$ cat config.mk
export PLATFORM = sky130hd
export DESIGN_NAME = demux_1x4_stream
export DESIGN_NICKNAME = d
export VERILOG_FILES = /design/src/rtl/demux_1x4_stream.sv
export SDC_FILE = /design/constraint.sdc
export NUM_CORES = 1
export LEC_CHECK = 0
export CORE_MARGIN = 4
export CORE_UTILIZATION = 40
export DETAILED_ROUTE_END_ITERATION = 10
export HOLD_SLACK_MARGIN = 0.1
export SETUP_SLACK_MARGIN = 0.3
export SYNTH_ARGS = -nofsm -noshare
export SYNTH_HDL_FRONTEND = slang
export SYNTH_SLANG_ARGS = --single-unit
$ cat constraint.sdc
create_clock -name clk -period 5.99 [get_ports clk]
set_input_delay 1.4975 -clock clk [delete_from_list [all_inputs] [get_ports clk]]
set_output_delay 1.4975 -clock clk [all_outputs]
set_load 0.03 [all_outputs]
$ cat src/rtl/demux_1x4_stream.sv
// demux_1x4_stream: registered 1-to-4 stream demultiplexer.
// Each input beat is steered by in_sel into one of four independent
// per-channel FIFOs; a stalled consumer only blocks its own channel.
module demux_1x4_stream #(
  parameter int WIDTH = 8,
  parameter int DEPTH = 2
) (
  input  logic                 clk,
  input  logic                 rst,
  input  logic [WIDTH-1:0]     in_data,
  input  logic [1:0]           in_sel,
  input  logic                 in_valid,
  output logic                 in_ready,
  output logic [4*WIDTH-1:0]   out_data,
  output logic [3:0]           out_valid,
  input  logic [3:0]           out_ready,
  output logic                 busy
);

  localparam int AW = $clog2(DEPTH);
  localparam logic [AW:0] CNT_FULL = (AW+1)'(DEPTH);

  logic [WIDTH-1:0] r_mem [4][DEPTH];
  logic [AW-1:0]    r_wrptr [4];
  logic [AW-1:0]    r_rdptr [4];
  logic [AW:0]      r_cnt [4];

  logic [3:0]       w_push;
  logic [3:0]       w_pop;

  // Acceptance depends only on registered occupancy of the selected channel,
  // so a pop on a full channel cannot free space for a push on the same edge.
  assign in_ready = !rst && (r_cnt[in_sel] != CNT_FULL);

  // Per-channel push/pop strobes and head-entry presentation.
  always_comb begin
    w_push    = '0;
    w_pop     = '0;
    out_valid = '0;
    out_data  = '0;
    for (int unsigned k = 0; k < 4; k++) begin
      out_valid[k] = (r_cnt[k] != '0);
      w_push[k]    = in_valid && in_ready && (in_sel == 2'(k));
      w_pop[k]     = out_valid[k] && out_ready[k];
      if (out_valid[k])
        out_data[k*WIDTH +: WIDTH] = r_mem[k][r_rdptr[k]];
    end
  end

  assign busy = |out_valid;

  // FIFO storage, pointers and occupancy; reset discards every buffered beat.
  always_ff @(posedge clk) begin
    if (rst) begin
      for (int unsigned i = 0; i < 4; i++) begin
        r_wrptr[i] <= '0;
        r_rdptr[i] <= '0;
        r_cnt[i]   <= '0;
        for (int unsigned j = 0; j < DEPTH; j++)
          r_mem[i][j] <= '0;
      end
    end else begin
      for (int unsigned k = 0; k < 4; k++) begin
        if (w_push[k]) begin
          r_mem[k][r_wrptr[k]] <= in_data;
          r_wrptr[k]           <= r_wrptr[k] + 1'b1;
        end
        if (w_pop[k])
          r_rdptr[k] <= r_rdptr[k] + 1'b1;
        case ({w_push[k], w_pop[k]})
          2'b10:   r_cnt[k] <= r_cnt[k] + 1'b1;
          2'b01:   r_cnt[k] <= r_cnt[k] - 1'b1;
          default: r_cnt[k] <= r_cnt[k];
        endcase
      end
    end
  end

endmodule

==> metrics.cfg <==
[grt]
grt_pass1_wl_microns=13820
antenna_found_initial=0
grt_pass1_vias=2699
met3_usage_pct=3.701
grt_max_degree=64
grt.busiest_layer=met2
overflow=0
grt_use_met1_pct=21.92
grt_use_total_pct=15.53
gr-usage-met2_pct=23.98

[yosys]
synth-compound-area-share_pct=3.720
postSynthAreaPerCell_sq_um=11.18
synth_area_sq_um=4003
ys.warnings.count=0
synth_seq_cells=80
synthMuxAreaShare_pct=14.54
synth_cell_type_count=34
synth_top_family_by_area=simple AND/OR/NAND/NOR gates
synth_top_area_share_pct=42.01
syn-num-nets=384
yosysTopAreaCell=edfxtp_1
synth_fa_ha_area_share_pct=2.813
yosysSeqAreaShare_pct=54.02
synth-xor-area-share_pct=0.6565
synth_area_leaders=edfxtp_1 42%, dfxtp_1 12%, mux2i_1 12%, nand2b_1 5.5%, nor2_1 4.4%
yosys.area_share.simple_pct=20.85
syn_inst=358

[clock_tree]
clock_latency_ns=0.35
path_clk_slew_ns=0.08
cts_buffer_depth=2
clock-sinks=80
cts_hold_buf=0
cts_max_level=3
post_cts_resized=0
root_buffer=clkbuf_8
tritoncts=yes
cts_setup_buffers=0
cts_buffers=9

[detailed_routing]
drc=0
dr_total_vias=2707
detail-route-antenna-nets=0
first_pass_iters=4
initialDrtViolationCount=145
routed_wl_microns=8670
wl_per_cell_microns=15.91
via_per_inst=4.967

[run_status]
outcome=finished clean

[cells_and_area]
n_antenna_cell=0
final_cell_mix=56 x edfxtp_1, 53 x clkdlybuf4s50_1, 48 x mux2i_1
area_delta_synth_final_pct=20.57
fin_area_sq_um=4826
nets=433
finalNonFillerCells=545
final_common_cell=edfxtp_1
layout-drive-gt1-share_pct=7.767

[sta]
period_share_pct=84.03
drv_slew=0
finalWorstSetupSlack_ns=0.9568
fin_skew_ns=0.009558
finalSetupTns_ns=0
worst_pin_slew_ns=0.9447
setup_viol=0
rsz0062_at_grt=false
min_period_ns=5.033
fmax_ghz=0.1987
slew-limit-headroom_pct=36.79
hold_viol=0

[worst_setup_path]
cp.arrival_ns=3.54
crit_type=in2out
critPathMaxFanout=9
crit_path_start_kind=primary input
worstPathRequired_ns=4.49
end_kind=primary output

[floorplan]
rows=36
io_pins=55
die_y_microns=108.0
dieArea_sq_um=11670
coreArea_sq_um=9774
start_util_pct=40.95
die_width_microns=108.0

[min_path]
min_path_type=reg2reg

[place]
io_buffer_count=54
placed_cell_area_sq_um=4628
place_inst=529
globalplace.congestion=0.7468
place_hpwl_microns=6102
post-place-ws_ns=1.009

[pwr]
pwr-share-seq_pct=50.0
switchingPower_uw=372.0
p_int_uw=928.4
powerDensity_nw_per_um2=269.5
power_uw=1300
leakage_uw=0.001880
netSwitchingFraction_pct=28.60
pwr-share-comb_pct=18.7
worst_ir_drop_vdd_mv=0.1436
clkPwrFrac_pct=31.3

[job]
cap_violations=0

-- critical path: stages --
cell	delay [ns]
clkdlybuf4s50_1	0.54
and2b_1	0.26
a22oi_2	0.43
a31oi_1	0.18
clkdlybuf4s50_1	0.63
-- final timing paths --
| kind | slack (ns) | cells after the start | endpoint | startpoint |
|---|---|---|---|---|
| worst min register to register | 0.48 | 2 | r_mem[3][12] | r_mem[3][12] |
| worst max-delay path | 0.96 | 5 | in_ready | in_sel[0] |
| worst max register to register | 3.99 | 8 | r_cnt[3][1] | r_cnt[3][0] |
| worst min-delay path | 0.48 | 2 | r_mem[3][12] | r_mem[3][12] |
-- cell type report --
type / instances / area, sq um
clock inverter: 5 / 56.30
multi-input combinational: 247 / 1704
timing repair buffer: 55 / 543.0
tap: 133 / 166.4
inverter: 14 / 52.55
fill: 922 / 4949
sequential: 80 / 2162
clock buffer: 11 / 141.4
-- routing by layer --
layer | wire length, microns | vias to the layer above
met2 | 3863 | 62
met5 | 0 | -
li1 | - | 1329
met1 | 4292 | 1304
met3 | 378 | 12
met4 | 136 | 0
-- synthesized netlist by cell type (all sizes together) --
master / instances
and4: 2
a31oi: 1
nor3: 12
o21ai: 3
nand4b: 2
and2b: 1
xnor2: 3
o21bai: 7
a22oi: 1
clkbuf: 5
mux2: 9
edfxtp: 56
or2: 2
ha: 9
dfxtp: 24
mux2i: 48
a21o: 1
and4b: 1
nand3: 2
a21oi: 11
inv: 14
or3: 3
nand3b: 1
nand2: 16
and2: 18
nand2b: 36
nor2b: 9
nor2: 47
nand4: 2
buf: 12
-- cell families (layout without fill, tap and decap cells) --
family          count (synthesis)  in the layout
xor+xnor                        3              3
compound gates                 24             24
buf+inv                        31             85
simple gates                  154            154
flops                          80             80
fa+ha+maj                       9              9
mux                            57             57
-- sequential cells by signal, indices dropped and copies added (netlist names) --
name / flops
r_rdptr: 4
r_cnt: 8
r_mem: 64
r_wrptr: 4
-- power by group through the flow --
stage	clock [uW]	sequential, uW	combinational (uW)
3_3_place_gp	0	661	242
6_report	407	650	244
3_5_place_dp	0	663	246
2_1_floorplan	0	647	168
4_1_cts	411	650	247
5_1_grt	435	654	267
-- through the flow --
stage	hold slack (ns)	utilization, %
after global placement	0.4643	47.35
after detailed placement	0.4687	47.35
final	0.4783	49.37
after CTS	0.4818	49.37
after global routing	0.5099	49.37
after floorplan	0.4478	-
Note: power is estimated with default switching activity, not from simulation.
